==> src/rtl/ddr_write_arbiter.sv <==
// ddr_write_arbiter
//
// Purpose:
//    Lets two pixel writers share one DDR write path. The path is an address FIFO (af_*) and a
//    write-data FIFO (wdf_*). Requester 0 is the line engine. Requester 1 is the fill/clear engine
//    or the CPU pixel path.
//    Each write transaction is one address plus BURST_BEATS data beats. The first data beat travels
//    with the address. A transaction always comes from a single owner and is never interleaved with
//    the other requester. Ownership alternates round-robin at transaction boundaries.
//
// Ports:
//    clk, rst                      clock; synchronous active-high reset
//    rN_af_addr_din / rN_af_wr_en  requester N address and transaction request (N = 0, 1)
//    rN_wdf_din / rN_wdf_mask_din  requester N write data and byte mask (1 = byte not written)
//    rN_wdf_wr_en                  requester N data write
//    rN_af_full / rN_wdf_full      back-pressure to requester N; 1 whenever it may not issue
//    af_full / wdf_full            DDR controller FIFO fulls
//    af_addr_din / af_wr_en        muxed address; the write strobe pulses only with data beat 1
//    wdf_din / wdf_mask_din        muxed data and mask; the mask is all ones when nobody owns the path
//    wdf_wr_en                     data write strobe; pulses once per accepted beat
//    owner                         current or most recently granted requester
//    busy                          a transaction is in progress

module ddr_write_arbiter #(
   parameter int ADDR_W      = 31,
   parameter int BURST_BEATS = 2
) (
   input  logic              clk,
   input  logic              rst,
   input  logic [ADDR_W-1:0] r0_af_addr_din,
   input  logic              r0_af_wr_en,
   input  logic [127:0]      r0_wdf_din,
   input  logic [15:0]       r0_wdf_mask_din,
   input  logic              r0_wdf_wr_en,
   output logic              r0_af_full,
   output logic              r0_wdf_full,
   input  logic [ADDR_W-1:0] r1_af_addr_din,
   input  logic              r1_af_wr_en,
   input  logic [127:0]      r1_wdf_din,
   input  logic [15:0]       r1_wdf_mask_din,
   input  logic              r1_wdf_wr_en,
   output logic              r1_af_full,
   output logic              r1_wdf_full,
   input  logic              af_full,
   input  logic              wdf_full,
   output logic [ADDR_W-1:0] af_addr_din,
   output logic              af_wr_en,
   output logic [127:0]      wdf_din,
   output logic [15:0]       wdf_mask_din,
   output logic              wdf_wr_en,
   output logic              owner,
   output logic              busy
);

   localparam int CNT_W = $clog2(BURST_BEATS) + 1;
   localparam logic [CNT_W-1:0] LAST_BEAT = CNT_W'(BURST_BEATS - 1);

   typedef enum logic [1:0] {
      IDLE,
      BEAT1,
      BEAT_N
   } state_t;

   state_t           state, state_next;
   logic             owner_next;
   logic             last_owner, last_owner_next;
   logic [CNT_W-1:0] count, count_next;

   logic             own_af_req, own_wdf_req, other_af_req;
   logic             own_af_full, own_wdf_full;
   logic             forward;

   // Requests seen from the point of view of the current owner
   assign own_af_req   = owner ? r1_af_wr_en  : r0_af_wr_en;
   assign own_wdf_req  = owner ? r1_wdf_wr_en : r0_wdf_wr_en;
   assign other_af_req = owner ? r0_af_wr_en  : r1_af_wr_en;

   always_ff @(posedge clk) begin
      if (rst) begin
         state      <= IDLE;
         owner      <= 1'b0;
         last_owner <= 1'b1;
         count      <= '0;
      end else begin
         state      <= state_next;
         owner      <= owner_next;
         last_owner <= last_owner_next;
         count      <= count_next;
      end
   end

   // Beat 1 is accepted only when the address and the data can both enter their DDR FIFOs.
   // This keeps the address from being split from its first beat.
   // Once a burst starts, the owner's address path is closed until the final beat.
   // At that point the other requester is offered the path first, with no idle bubble.
   always_comb begin
      state_next      = state;
      owner_next      = owner;
      last_owner_next = last_owner;
      count_next      = count;
      af_wr_en        = 1'b0;
      wdf_wr_en       = 1'b0;
      own_af_full     = 1'b1;
      own_wdf_full    = 1'b1;
      forward         = 1'b0;

      case (state)
         IDLE: begin
            if (r0_af_wr_en || r1_af_wr_en) begin
               state_next = BEAT1;
               if (r0_af_wr_en && r1_af_wr_en) begin
                  owner_next = ~last_owner;
               end else begin
                  owner_next = r1_af_wr_en;
               end
            end
         end

         BEAT1: begin
            forward      = 1'b1;
            own_af_full  = af_full;
            own_wdf_full = wdf_full;
            if (own_af_req && own_wdf_req && !af_full && !wdf_full) begin
               af_wr_en   = 1'b1;
               wdf_wr_en  = 1'b1;
               count_next = CNT_W'(1);
               state_next = BEAT_N;
            end else if (!own_af_req) begin
               state_next = IDLE;
            end
         end

         BEAT_N: begin
            forward      = 1'b1;
            own_wdf_full = wdf_full;
            if (own_wdf_req && !wdf_full) begin
               wdf_wr_en = 1'b1;
               if (count == LAST_BEAT) begin
                  count_next      = '0;
                  last_owner_next = owner;
                  if (other_af_req) begin
                     owner_next = ~owner;
                     state_next = BEAT1;
                  end else if (own_af_req) begin
                     state_next = BEAT1;
                  end else begin
                     state_next = IDLE;
                  end
               end else begin
                  count_next = count + CNT_W'(1);
               end
            end
         end

         default: begin
            state_next = IDLE;
         end
      endcase
   end

   // The back-pressure outputs depend only on state, owner and the DDR fulls,
   // never on the incoming requests.
   assign r0_af_full  = owner ? 1'b1 : own_af_full;
   assign r0_wdf_full = owner ? 1'b1 : own_wdf_full;
   assign r1_af_full  = owner ? own_af_full  : 1'b1;
   assign r1_wdf_full = owner ? own_wdf_full : 1'b1;

   assign af_addr_din  = forward ? (owner ? r1_af_addr_din  : r0_af_addr_din)  : '0;
   assign wdf_din      = forward ? (owner ? r1_wdf_din      : r0_wdf_din)      : '0;
   assign wdf_mask_din = forward ? (owner ? r1_wdf_mask_din : r0_wdf_mask_din) : 16'hFFFF;
   assign busy         = (state != IDLE);

endmodule

==> config.mk <==
export PLATFORM = sky130hd
export DESIGN_NAME = ddr_write_arbiter
export DESIGN_NICKNAME = d
export VERILOG_FILES = /design/src/rtl/ddr_write_arbiter.sv
export SDC_FILE = /design/constraint.sdc
export NUM_CORES = 1
export LEC_CHECK = 0
export CORE_AREA = 4 4 210 212
export CTS_CLUSTER_SIZE = 8
export DETAILED_ROUTE_END_ITERATION = 8
export DIE_AREA = 0 0 214 216
export HOLD_SLACK_MARGIN = 0.02
export SYNTH_ARGS = -nofsm -noshare
export SYNTH_HDL_FRONTEND = slang
export SYNTH_SLANG_ARGS = --single-unit
==> constraint.sdc <==
create_clock -name clk -period 4.7 [get_ports clk]
set_input_delay 1.175 -clock clk [delete_from_list [all_inputs] [get_ports clk]]
set_output_delay 1.175 -clock clk [all_outputs]
set_load 0.1 [all_outputs]
==> summary.md <==
| Metric | Value |
|---|---|
| Port buffer count | 540 |
| Via/cell ratio | around 3.5 |
| First drt pass iteration count | 4 |
| Setup-failing EPs final | 0 |
| First-pass GRT wire length | around 34000 µm |
| Chip width | around 210 µm |
| Routed Antenna Nets | 0 |
| CP arrival | around 2.8 ns |
| Hold_ws | 0.489 ns |
| Post-synthesis net count | 820 |
| FFs w/ async S/R, synth | 0% |
| Unrepaired setup endpoints after global routing | false |
| Root Driver | clkbuf_16 |
| Setup crit start kind | input pin |
| Fmax achieved | between 200 and 300 MHz |
| Setup bufs post-CTS | 0 |
| Yosys reg bits | 6 |
| Largest net degree at the start of global routing | 99 |
| DPL Wire Length | ~20000 µm |
| Final Hold Viols | 0 |
| Crit share post-route | between 80% and 90% |
| # rows | 75 |
| Number of DRC markers in iteration 0 | about 160 |
| I/O pin cnt | between 500 and 600 |
| Die area | 46200 µm² |
| Vert. Die Dim | about 220 µm |
| Layout cells sized above 1 | around a fifth |
| Setup Skew | between 0.004 and 0.005 ns |
| Crit. Startpoint | r1_wdf_wr_en |
| Finished Core Util | 21.8% |
| Synth Flop Type | dfxtp_1 |
| Initial antenna violation count | 0 |
| Sequential element share of the synthesized area | under 10% |
| CTS Sinks | 6 |
| R2R cell count | 5 |
| Status | complete, no violations |
| Via count of the routed design | between 5000 and 6000 |
| CTS Buffer Depth | 2 |
| # resized after CTS | 0 |
| VDD IR max | 0.000182 V |
| R2R Path Start | owner |
| GRT Total Usage | under 10% |
| Hold-fix buffers, CTS | 0 |
| Top cells by area, synth | mux2i_1, nor2b_1, dfxtp_1, buf_2, nand2_1 |
| Ant diodes | 0 |
| CTS H-tree depth | 1 |
| Core Area | roughly 42000 µm² |
| Syn. warnings | 0 |
| CP Capture Type | output port |
| Dominant cell type by area after synthesis | mux2i_1 |
| Vias in the first global route | 5323 |
| Starting density of the core | between 8 and 9% |
| DR WL/cell | approximately 16 µm |
| Final GP Congestion | 0.882 |
| Clock Latency Late Sink | about 0.24 ns |
| CTS Buf Count | 3 |
| Total power | roughly 3.3 mW |
| Fin. max-slew vios | 0 |
| # fillers | ~4600 |
| Area share of the leading cell type in the synthesized netlist | 51.4% |
| Leakage | 3.43 nW |
| Unique masters post-synth | 30 |
| Mean Syn Cell Area | 7.70 µm² |
| Setup TNS Final | 0 ns |
| Hold path cells | 1 |
| Crit-path max FO | 4 |
| FF-to-FF End | state[0] |
| TritonCTS clock tree | yes |
| Critical Path RT | ~3.5 ns |
| Maxcap violations | 0 |
| Clk slew on worst S/H paths | 0.03 ns |
| Count of non-filler cells in the finished layout | ~1500 |
| DRC violations left | 0 |
| Period minus WS final | slightly below 4 ns |
| Worst hold start | count[1] |
| Routed WL | roughly 24000 µm |
| Area Overhead vs Synth | 160% |
| EDFF count, synth | 0 |
| Netlist Area Pre-Place | between 3000 and 4000 µm² |
| R2r setup slk | 2.69 ns |
| Hold EP | count[1] |
| Crit Path Class | in2out |
| Worst-margin pin slew | approximately 1 ns |
| HP Class | reg2reg |
| Slew margin rel. | about a third |
| Remaining Overflow, GRT | 0 |
| Post-synthesis cell count | 458 |
| Layout Nets | about 1300 |
| PD cells | between 300 and 400 nW/µm² |
| Cells after DPL | 1499 |
[metal layers]
layer,GRT usage [%],up-vias,wire (µm)
met2,16.6,246,11900
met4,1.17,0,218
li1,-,2572,-
met3,2.62,17,1890
met5,0,-,0
met1,11.2,2366,9740
[area by class of cell]
type / instances / area [µm²] / share of cell area, %
clock buffer: 4 / 78.8 / 0.861
sequential: 6 / 124 / 1.35
multi-input combinational: 403 / 3220 / 35.1
tap: 539 / 674 / 7.37
inverter: 7 / 26.3 / 0.287
timing repair buffer: 544 / 5030 / 55.0
[report_power, final]
group | total, mW | internal (mW) | switching [mW] | leakage, nW
logic | 3.07 | 0.832 | 2.24 | 3.34
registers | 0.0622 | 0.0547 | 0.00747 | 0.0496
clock network | 0.147 | 0.113 | 0.0345 | 0.0382
[metrics by stage]
stage | setup slack, ns | area [µm²]
floorplan | 0.0354 | 3540
global placement | 0.661 | 9070
detailed placement | 0.660 | 9070
CTS | 0.643 | 9150
global route | 0.600 | 9150
finish | 0.722 | 9150
[worst max path at each step]
stage	endpoint	slack [ns]
finish	wdf_wr_en	0.72
global route	wdf_wr_en	0.60
CTS	wdf_wr_en	0.64
detailed placement	wdf_wr_en	0.66
global placement	wdf_wr_en	0.66
floorplan	wdf_wr_en	0.04
[critical path: stages]
cell and delay (ns):
clkdlybuf4s50_1 0.43, mux2i_1 0.55, nor2_1 0.18, a21oi_1 0.23, nor2b_2 0.08, buf_12 0.17
[cell usage after synthesis, types with 2 or more instances]
master and number:
nand3b_1 3, dfxtp_1 6, clkbuf_1 20, nand2_1 24, ha_1 4, nor2_1 4, nor2b_1 161, nand2b_1 2
a21oi_1 3, buf_2 21, o21ai_0 4, nand3_1 2, mux2i_1 181, inv_1 7
[flip-flops by register name (all words and copies together), names as in the netlist]
register    cells
count           2
last_owner      1
owner           1
state           2
[cell families after synthesis]
group / count (synthesis) / synth area share, %
and+or+nand+nor: 202 / 34.1
muxes: 182 / 51.7
buffers and inverters: 49 / 6.07
AOI/OAI and AO/OA: 15 / 3.26
DFF: 6 / 3.41
adders and majority gates: 4 / 1.42
[placed cells by master, fill, tap and decap left out, drive strengths merged, types with 2 or more instances in the layout]
master	n
a21oi	3
clkbuf	4
nand3b	3
nor2	4
dfxtp	6
o21ai	4
ha	4
buf	185
inv	7
nor4	2
nand2	24
nor2b	161
nand2b	2
nand3	2
clkdlybuf4s50	359
mux2i	181
o22ai	2
(Power assumes the default switching activity.)
